$ cat config.mk
export PLATFORM = sky130hd
export DESIGN_NAME = des_keyex
export DESIGN_NICKNAME = d
export VERILOG_FILES = /design/src/rtl/des_keyex.sv
export SDC_FILE = /design/constraint.sdc
export NUM_CORES = 1
export LEC_CHECK = 0
export BUFFER_PORTS_ARGS = -buffer_cell sky130_fd_sc_hd__buf_2
export CAP_MARGIN = 10
export CORE_ASPECT_RATIO = 0.7
export CORE_MARGIN = 1
export CORE_UTILIZATION = 30
export DETAILED_ROUTE_END_ITERATION = 12
export MAX_ROUTING_LAYER = met4
export SYNTH_ARGS = -nofsm -noshare
export SYNTH_HDL_FRONTEND = slang
export SYNTH_SLANG_ARGS = --single-unit
$ cat constraint.sdc
create_clock -name i_clk -period 2.2 [get_ports i_clk]
set_clock_uncertainty 0.15 [all_clocks]
set_input_delay 0.44 -clock i_clk [delete_from_list [all_inputs] [get_ports i_clk]]
set_output_delay 0.44 -clock i_clk [all_outputs]
set_load 0.03 [all_outputs]
$ cat src/rtl/des_keyex.sv
// Iterative DES key schedule: one 48-bit subkey per clock, K1..K16 packed MSB-first.
// Optional byte parity check on accepted keys when DES_KEY_PARITY_EN is defined.
module des_keyex (
    input  logic         i_clk,
    input  logic         i_rst,
    input  logic [63:0]  i_key,
    input  logic         i_key_en,
    output logic [767:0] o_keyex,
    output logic         o_key_ok,
    output logic         o_key_err
);

    function automatic logic [55:0] pc1(input logic [63:0] k);
        return {k[7],  k[15], k[23], k[31], k[39], k[47], k[55],
                k[63], k[6],  k[14], k[22], k[30], k[38], k[46],
                k[54], k[62], k[5],  k[13], k[21], k[29], k[37],
                k[45], k[53], k[61], k[4],  k[12], k[20], k[28],
                k[1],  k[9],  k[17], k[25], k[33], k[41], k[49],
                k[57], k[2],  k[10], k[18], k[26], k[34], k[42],
                k[50], k[58], k[3],  k[11], k[19], k[27], k[35],
                k[43], k[51], k[59], k[36], k[44], k[52], k[60]};
    endfunction

    function automatic logic [47:0] pc2(input logic [55:0] s);
        return {s[42], s[39], s[45], s[32], s[55], s[51],
                s[53], s[28], s[41], s[50], s[35], s[46],
                s[33], s[37], s[44], s[52], s[30], s[48],
                s[40], s[49], s[29], s[36], s[43], s[54],
                s[15], s[4],  s[25], s[19], s[9],  s[1],
                s[26], s[16], s[5],  s[11], s[23], s[8],
                s[12], s[7],  s[17], s[0],  s[22], s[3],
                s[10], s[14], s[6],  s[20], s[27], s[24]};
    endfunction

    logic [27:0]  r_c, r_d;
    logic [27:0]  w_c_nxt, w_d_nxt;
    logic [27:0]  w_c_rot, w_d_rot;
    logic [4:0]   r_cnt, w_cnt_nxt;
    logic [767:0] r_keyex, w_keyex_nxt;
    logic         r_ok, w_ok_nxt;
    logic         w_one;
    logic         w_par_ok;
    logic [55:0]  w_pc1;
    logic [47:0]  w_sub;
    logic [15:0]  w_sel;
    logic [767:0] w_mask;

    assign w_pc1 = pc1(i_key);

    assign w_one = (r_cnt == 5'd1) || (r_cnt == 5'd2) ||
                   (r_cnt == 5'd9) || (r_cnt == 5'd16);

    assign w_c_rot = w_one ? {r_c[26:0], r_c[27]} : {r_c[25:0], r_c[27:26]};
    assign w_d_rot = w_one ? {r_d[26:0], r_d[27]} : {r_d[25:0], r_d[27:26]};
    assign w_sub   = pc2({w_c_rot, w_d_rot});

    // Slot k occupies [767-48(k-1) -: 48]; mask selects the slot for r_cnt
    for (genvar g = 0; g < 16; g++) begin : g_slot
        assign w_sel[g] = (r_cnt == 5'(g + 1));
        assign w_mask[(15 - g) * 48 +: 48] = {48{w_sel[g]}};
    end

`ifdef DES_KEY_PARITY_EN
    logic [7:0] w_byte_odd;
    logic       r_err, w_err_nxt;

    for (genvar b = 0; b < 8; b++) begin : g_par
        assign w_byte_odd[b] = ^i_key[8 * b +: 8];
    end

    assign w_par_ok  = &w_byte_odd;
    assign o_key_err = r_err;
`else
    assign w_par_ok  = 1'b1;
    assign o_key_err = 1'b0;
`endif

    always_comb begin
        w_c_nxt     = r_c;
        w_d_nxt     = r_d;
        w_cnt_nxt   = r_cnt;
        w_keyex_nxt = r_keyex;
        w_ok_nxt    = r_ok;
`ifdef DES_KEY_PARITY_EN
        w_err_nxt   = r_err;
`endif
        if (i_key_en) begin
            w_ok_nxt  = 1'b0;
`ifdef DES_KEY_PARITY_EN
            w_err_nxt = 1'b0;
`endif
            if (w_par_ok) begin
                {w_c_nxt, w_d_nxt} = w_pc1;
                w_cnt_nxt          = 5'd1;
            end else begin
`ifdef DES_KEY_PARITY_EN
                w_err_nxt = 1'b1;
`endif
                w_cnt_nxt = 5'd0;
            end
        end else if (r_cnt != 5'd0) begin
            w_c_nxt     = w_c_rot;
            w_d_nxt     = w_d_rot;
            w_keyex_nxt = (r_keyex & ~w_mask) | ({16{w_sub}} & w_mask);
            if (r_cnt == 5'd16) begin
                w_cnt_nxt = 5'd0;
                w_ok_nxt  = 1'b1;
            end else begin
                w_cnt_nxt = r_cnt + 5'd1;
            end
        end
    end

    always_ff @(posedge i_clk) begin
        if (i_rst) begin
            r_c     <= '0;
            r_d     <= '0;
            r_cnt   <= '0;
            r_keyex <= '0;
            r_ok    <= 1'b0;
`ifdef DES_KEY_PARITY_EN
            r_err   <= 1'b0;
`endif
        end else begin
            r_c     <= w_c_nxt;
            r_d     <= w_d_nxt;
            r_cnt   <= w_cnt_nxt;
            r_keyex <= w_keyex_nxt;
            r_ok    <= w_ok_nxt;
`ifdef DES_KEY_PARITY_EN
            r_err   <= w_err_nxt;
`endif
        end
    end

    assign o_keyex  = r_keyex;
    assign o_key_ok = r_ok;

endmodule

== Word-level counts from Yosys, hierarchy flattened ==
Cells that the tools add are included.
Storage, ports and cells
  register bits: 830
  bits in latches: 0
  memory bits (writable): 0
  bits in read-only memories: 0
  bits of input ports: 67
  output and inout bits: 770
  word-level logic and storage cells: 45
  memories: 0
Operators by class
  add/subtract/negate cells: 1
  multiply operators: 0
  div/mod/pow operators: 0
  magnitude comparators: 0
  equal/unequal tests: 16
  shifts and indexed selects: 0
  mux-type cells: 9
  bitwise operators: 5
  reduce and logical (&&, ||, !) cells: 8
Operators by type and width (count)
  $and A768 B768 Y768: 2
  $not A768 Y768: 1
  $or A768 B768 Y768: 1
  $mux W28: 6
  $eq A5 B4 Y1 const B: 8
  $eq A5 B3 Y1 const B: 4
  $eq A5 B2 Y1 const B: 2
  $add A5 B1 Y5 const B: 1
  $eq A5 B1 Y1 const B: 1
  $eq A5 B5 Y1 const B: 1
  $mux W5: 1
  $reduce_bool A5 Y1: 1
  $reduce_and A2 Y1: 2
  $logic_or A1 B1 Y1: 3
  $mux W1: 2
  $reduce_bool A2 Y1: 1
  $reduce_or A2 Y1: 1
  $not A1 Y1: 1

== Depth between registers and ports, before layout ==
Gate-level depths: netlist (run 1).
  word-level depth: 7
  depth in mapped cells: 10
  depth with buffers taken out: 6

== Least setup slack after synthesis (run 1) ==
OpenSTA, ideal clock, no wires.
  path kind: register to register
  from: register r_cnt[0]
  to: register (tool-made name)
  library setup time: 0.146 ns
  arrival: 2.004 ns
  required time: 1.904 ns
  slack: -0.100 ns
  stages on the path, launching flop included: 10
  path buffers: 4
  clock period less this slack: 2.300 ns
  cell sequence: dfxtp_1 inv_1 ha_1 clkbuf_2 or3b_2 clkbuf_1 nor2_2 buf_2 buf_2 a211oi_2
RTL lines
  from (decl): line 38  | logic [4:0] r_cnt, w_cnt_nxt;
  from (signal assigned): line 127  | r_cnt <= w_cnt_nxt;

==> results.md, run 1 <==
* Status: finished, violations left
* Failing checks: negative setup slack
* CORE AREA at 0.0987 mm^2
* P_sw at 8.74 mW
* Worst-case clock buffer depth at 3
* Hold Path End: r_cnt[0]
* Total negative slack at -3.39 ns
* CTS tree: done
* Gate power share at 0.111
* Chip width at 381 um
* Non-Filler Instances at 5374
* Reg power frac at 0.446
* Switching portion of total power at 0.254
* Root Buffer: clkbuf_16
* Hold crit path type: in2reg
* Vias/cell at 5.06
* I/O pin count at 837
* First-pass GRT wire length at 170000 um
* FP Rows at 96
* Post-synth EDFFs at 0
* Hold Slack at 0.166 ns
* PnR Total Power at 34.4 mW
* I/O Buffers at 827
* Slew @ Worst Pin at 0.711 ns
* Final Hold Fails at 0
* Total number of vias at 27196
* Most frequent cells in the layout: 827 x dfxtp_1, 826 x buf_2, 758 x nor2_1
* GRT Total Usage at 0.231
* Pleak at 17.8 nW
* Total Wirelength at 128000 um
* Drt pass-1 iters at 5
* Initial DRC Count at 1758
* Initial antenna violation count at 7
* Clock power share at 0.443
* Maximum clock rate at 0.441 GHz
* Routed len/inst at 23.9 um
* Htree depth at 3
* Crit path required time at 2.61 ns
* Design Area, Final at 0.0457 mm^2
* Clock sink total at 830
* Final critical-path required period at 2.27 ns
* Hold depth at 4
* Max-slew violation count at 0
* Die Y at 267 um
* Register area share after synthesis at 0.552
* Yosys warns at 0
* Cells after synthesis at 2936
* Int Power at 25.6 mW
* DP Area at 0.0384 mm^2
* Fin worst setup slack at -0.0661 ns
* Largest net degree at the start of global routing at 97
* Reg2Reg Setup Slack at -0.07 ns
* Syn_nets at 3008
* Starting Density at 0.305
* Async S/R FF share, synth at 0
* Crit path max fanout at 12
* Reg2reg start: r_cnt[0]
* VDD IR-drop max at 606 uV
* RePlAce Congestion at 0.836
* Crit Path Class: reg2reg
* Syn Area/Cell at 10.2 um^2
* Critical Path Sink Type: flop
* Fin nets at 4049
* Slew margin rel. at 0.526
* Crit path DAT at 2.67 ns
* CP startpoint kind: flop
* Distinct cells, synth at 38
* Setup slack after placement at -0.135 ns
* Number of global-route vias before repair at 24726
* Max Cap Viol at 0
* GRT Residual Overflow at 0
* Antenna-violating nets left at 0
* Fin crit share at 1.03
* Worst reg-to-reg path cell count at 10
* Commonest non-fill, non-tap cell in the layout: dfxtp_1
* Worst Hold Launch: i_key_en
* Full die area at 0.102 mm^2
* Area Overhead vs Synth at 51.9%
* Cell count after placement at 5002
* Util after Layout at 0.463
* Most used flip-flop cell after synthesis: dfxtp_1
* Power Dens Cells at 752 mW/mm^2
* DP HPWL at 79700 um
* Worst-path clk slew at 0.06 ns
* RSZ-0062 raised after global routing: true
* Post-Syn Area at 0.0301 mm^2
* #FFs+latches synth at 830
* DRC at 0
* Total CTS buffers at 84
* Fraction of layout cells with a size suffix above 1 at 0.464
* Clk_lat worst skew at 0.65 ns
* Final setup fails at 168
## kinds of logic after synthesis
kind of cell               share of synthesized area
xor gates and xnor gates                    0.000582
adders and majority gates                    0.00208
AOI/OAI and AO/OA                              0.263
other                                       0.000125
buffers and inverters                         0.0537
muxes                                         0.0230
DFF                                            0.552
and+or+nand+nor                                0.106
## critical path, stage by stage (launching register included)
cell and delay [ns]:
dfxtp_2 0.34, buf_6 0.12, buf_6 0.10, ha_4 0.12
or3b_4 0.43, nor3_4 0.17, buf_12 0.15, buf_16 0.16
buf_16 0.16, nor2_1 0.05, a211oi_1 0.21
## routing by layer
metal,wire [um],up-vias,GRT usage
li1,-,12653,-
met1,56800,13466,0.294
met2,60900,864,0.368
met3,6470,213,0.0410
met4,3990,0,0.0772
met5,0,-,-
## cells in the mapped netlist (5+ instances only)
cell / number / share of area
a211oi_2: 271 / 0.11
a211oi_1: 497 / 0.12
nor2_1: 779 / 0.097
clkbuf_1: 195 / 0.024
nand3b_1: 8 / 0.0020
o22ai_1: 48 / 0.010
a22oi_1: 48 / 0.012
buf_2: 94 / 0.016
buf_1: 10 / 0.0012
dfxtp_1: 830 / 0.55
o221ai_1: 8 / 0.0023
mux2i_1: 25 / 0.0083
ha_1: 5 / 0.0021
mux2i_2: 32 / 0.015
buf_4: 22 / 0.0055
buf_6: 13 / 0.0049
nor3_1: 6 / 0.0010
nand2_1: 10 / 0.0012
## worst max-delay path by stage
stage | startpoint | end | slack (ns) | cells past startpoint
3_5_place_dp | r_cnt[1] | flop | -0.14 | 9
3_3_place_gp | r_cnt[1] | flop | -0.1 | 9
5_1_grt | r_cnt[0] | flop | -0.14 | 10
4_1_cts | r_cnt[0] | flop | -0.08 | 11
2_1_floorplan | r_cnt[0] | flop | -0.01 | 9
6_report | r_cnt[0] | flop | -0.07 | 10
## what timing repair did
| item | 4_1_cts | 5_1_grt |
|---|---|---|
| endpoints found under the hold margin | 56 | 0 |
| setup buffers | 47 | 61 |
| pin swaps | 16 | 53 |
| cloned | 23 | 34 |
| resized for setup | 106 | 200 |
| setup endpoints to repair | 790 | 562 |
| hold buffers | 56 | 0 |
## power by group through the flow
stage / Sequential (mW) / Combinational [mW] / Clock [mW]
4_1_cts: 15.3 / 3.52 / 15.5
6_report: 15.3 / 3.81 / 15.2
5_1_grt: 15.3 / 3.94 / 16.1
2_1_floorplan: 15.8 / 1.44 / 0
3_3_place_gp: 15.7 / 3.13 / 0
3_5_place_dp: 15.7 / 3.14 / 0
## layout make-up
cell class,instances,area [um^2]
clock inverter,32,400
inverter,4,17.5
clock buffer,123,2530
tap,1323,1660
fill,9150,53000
multi-input combinational,1764,13300
timing repair buffer,1293,11200
antenna,5,12.5
sequential,830,16600
Note: power is estimated with default switching activity, not from simulation.
==> run 2: changes to the inputs <==
clock period = 2.28 ns   (was 2.2 ns; I/O delays follow)
==> results.md, run 2 (same netlist as run 1, synthesis figures left out) <==
* Final critical-path required period at 2.31 ns
* Setup slack after placement at -0.0876 ns
* GRT Residual Overflow at 0
* Initial DRC Count at 1646
* Fin worst setup slack at -0.0256 ns
* Worst-case clock buffer depth at 3
* Total number of vias at 26483
* Fin nets at 3961
* Fin crit share at 1.01
* Commonest non-fill, non-tap cell in the layout: dfxtp_1
* First-pass GRT wire length at 163000 um
* Root Buffer: clkbuf_16
* Die Y at 267 um
* Final setup fails at 5
* Vias/cell at 5.01
* DRC at 0
* CP startpoint kind: flop
* Non-Filler Instances at 5284
* Clk_lat worst skew at 0.65 ns
* Chip width at 381 um
* I/O Buffers at 827
* Worst reg-to-reg path cell count at 11
* Final Hold Fails at 0
* Power Dens Cells at 753 mW/mm^2
* Max-slew violation count at 0
* Reg2reg start: r_cnt[1]
* I/O pin count at 837
* Status: finished, violations left
* Full die area at 0.102 mm^2
* Maximum clock rate at 0.434 GHz
* Total Wirelength at 119000 um
* FP Rows at 96
* Reg2Reg Setup Slack at -0.03 ns
* Largest net degree at the start of global routing at 119
* Drt pass-1 iters at 7
* Most frequent cells in the layout: 827 x dfxtp_1, 825 x buf_2, 769 x nor2_1
* Slew margin rel. at 0.495
* Number of global-route vias before repair at 23892
* Starting Density at 0.305
* Initial antenna violation count at 5
* Hold crit path type: in2reg
* CTS tree: done
* Worst Hold Launch: i_key[28]
* VDD IR-drop max at 536 uV
* Failing checks: negative setup slack
* Crit path required time at 2.68 ns
* Routed len/inst at 22.5 um
* GRT Total Usage at 0.218
* Antenna-violating nets left at 0
* Crit path DAT at 2.71 ns
* Clock sink total at 830
* Crit Path Class: reg2reg
* Max Cap Viol at 0
* Total CTS buffers at 83
* Crit path max fanout at 9
* Area Overhead vs Synth at 46.2%
* Pleak at 17.0 nW
* Htree depth at 3
* CORE AREA at 0.0987 mm^2
* DP HPWL at 79000 um
* Cell count after placement at 4992
* Layout fillers at 9336
* Hold depth at 3
* Critical Path Sink Type: flop
* Fraction of layout cells with a size suffix above 1 at 0.445
* Hold Path End: r_c[0]
* Register area at 0.0166 mm^2
* Slew @ Worst Pin at 0.757 ns
* RSZ-0062 raised after global routing: true
* Worst-path clk slew at 0.06 ns
* Area of the multi-input gates at 0.0131 mm^2
* RePlAce Congestion at 0.822
==> run 2: cell count changes in the layout (fill, tap and decap cells not counted), sizes merged <==
cell         before   now
clkbuf          154   135
dlygate4sd3      56    57
inv               8     6
diode             5     4
bufbuf            3     1
bufinv            7    10
clkinvlp          5     8
buf            1203  1130
==> run 2: metrics by stage <==
step                      total power, mW  TNS, ns   util  cell area [um^2]  hold WS [ns]
final                                33.1  -0.0430  0.445             44000        0.0741
after detailed placement             18.1    -4.60  0.390             38500         0.315
after global placement               18.1   -0.866  0.390             38500         0.302
after global routing                 34.1    -7.63  0.445             44000        0.0692
after floorplan                      16.4    -1.64      -             30100         0.354
after CTS                            33.2   -0.428  0.429             42400        0.0182
==> run 2: how the worst max path moves through the flow <==
stage | startpoint | end | slack, ns
5_1_grt | r_cnt[0] | flop | -0.09
2_1_floorplan | r_cnt[0] | flop | -0.02
3_5_place_dp | r_cnt[0] | flop | -0.09
4_1_cts | r_cnt[0] | flop | -0.04
3_3_place_gp | r_cnt[0] | flop | -0.04
6_report | r_cnt[1] | flop | -0.03
==> run 2: layout make-up <==
cell class | instances | share of cell area
Clock buffer | 117 | 0.0566
Multi-Input combinational cell | 1764 | 0.298
Timing Repair Buffer | 1206 | 0.217
Clock inverter | 36 | 0.0115
Tap cell | 1323 | 0.0376
Antenna cell | 4 | 0.000228
Inverter | 4 | 0.000398
Sequential cell | 830 | 0.378
==> run 2: where the power goes <==
part	switching, mW	leakage (nW)	internal [mW]	total, mW
sequential	0.157	6.70	14.6	14.8
clock	6.12	1.45	8.81	14.9
combinational	2.02	8.86	1.36	3.38
==> run 2: per-layer routing <==
metal  GRT usage  share of wire  vias to the layer above  routed length (um)
met2       0.354           0.48                      813               57000
met3      0.0452          0.052                      230                6230
met4      0.0682          0.032                        0                3830
met5           -              0                        -                   0
met1       0.272           0.44                    12980               51700
li1            -              -                    12460                   -
==> run 2: worst max-delay path: stages (launching register included) <==
cell,delay (ns)
dfxtp_2,0.33
buf_6,0.13
ha_4,0.16
mux2i_4,0.16
o22ai_4,0.11
buf_12,0.14
buf_12,0.13
buf_12,0.15
buf_4,0.14
mux2i_4,0.20
buf_12,0.18
a211oi_2,0.22
==> run 2: timing repair <==
item / in CTS / in global routing
endpoints found under the hold margin: 62 / 0
hold buffers: 57 / 0
setup endpoints to repair: 381 / 345
pin swaps: 2 / 47
buffers inserted: 13 / 46
cloned: 3 / 21
gates resized for setup: 33 / 163
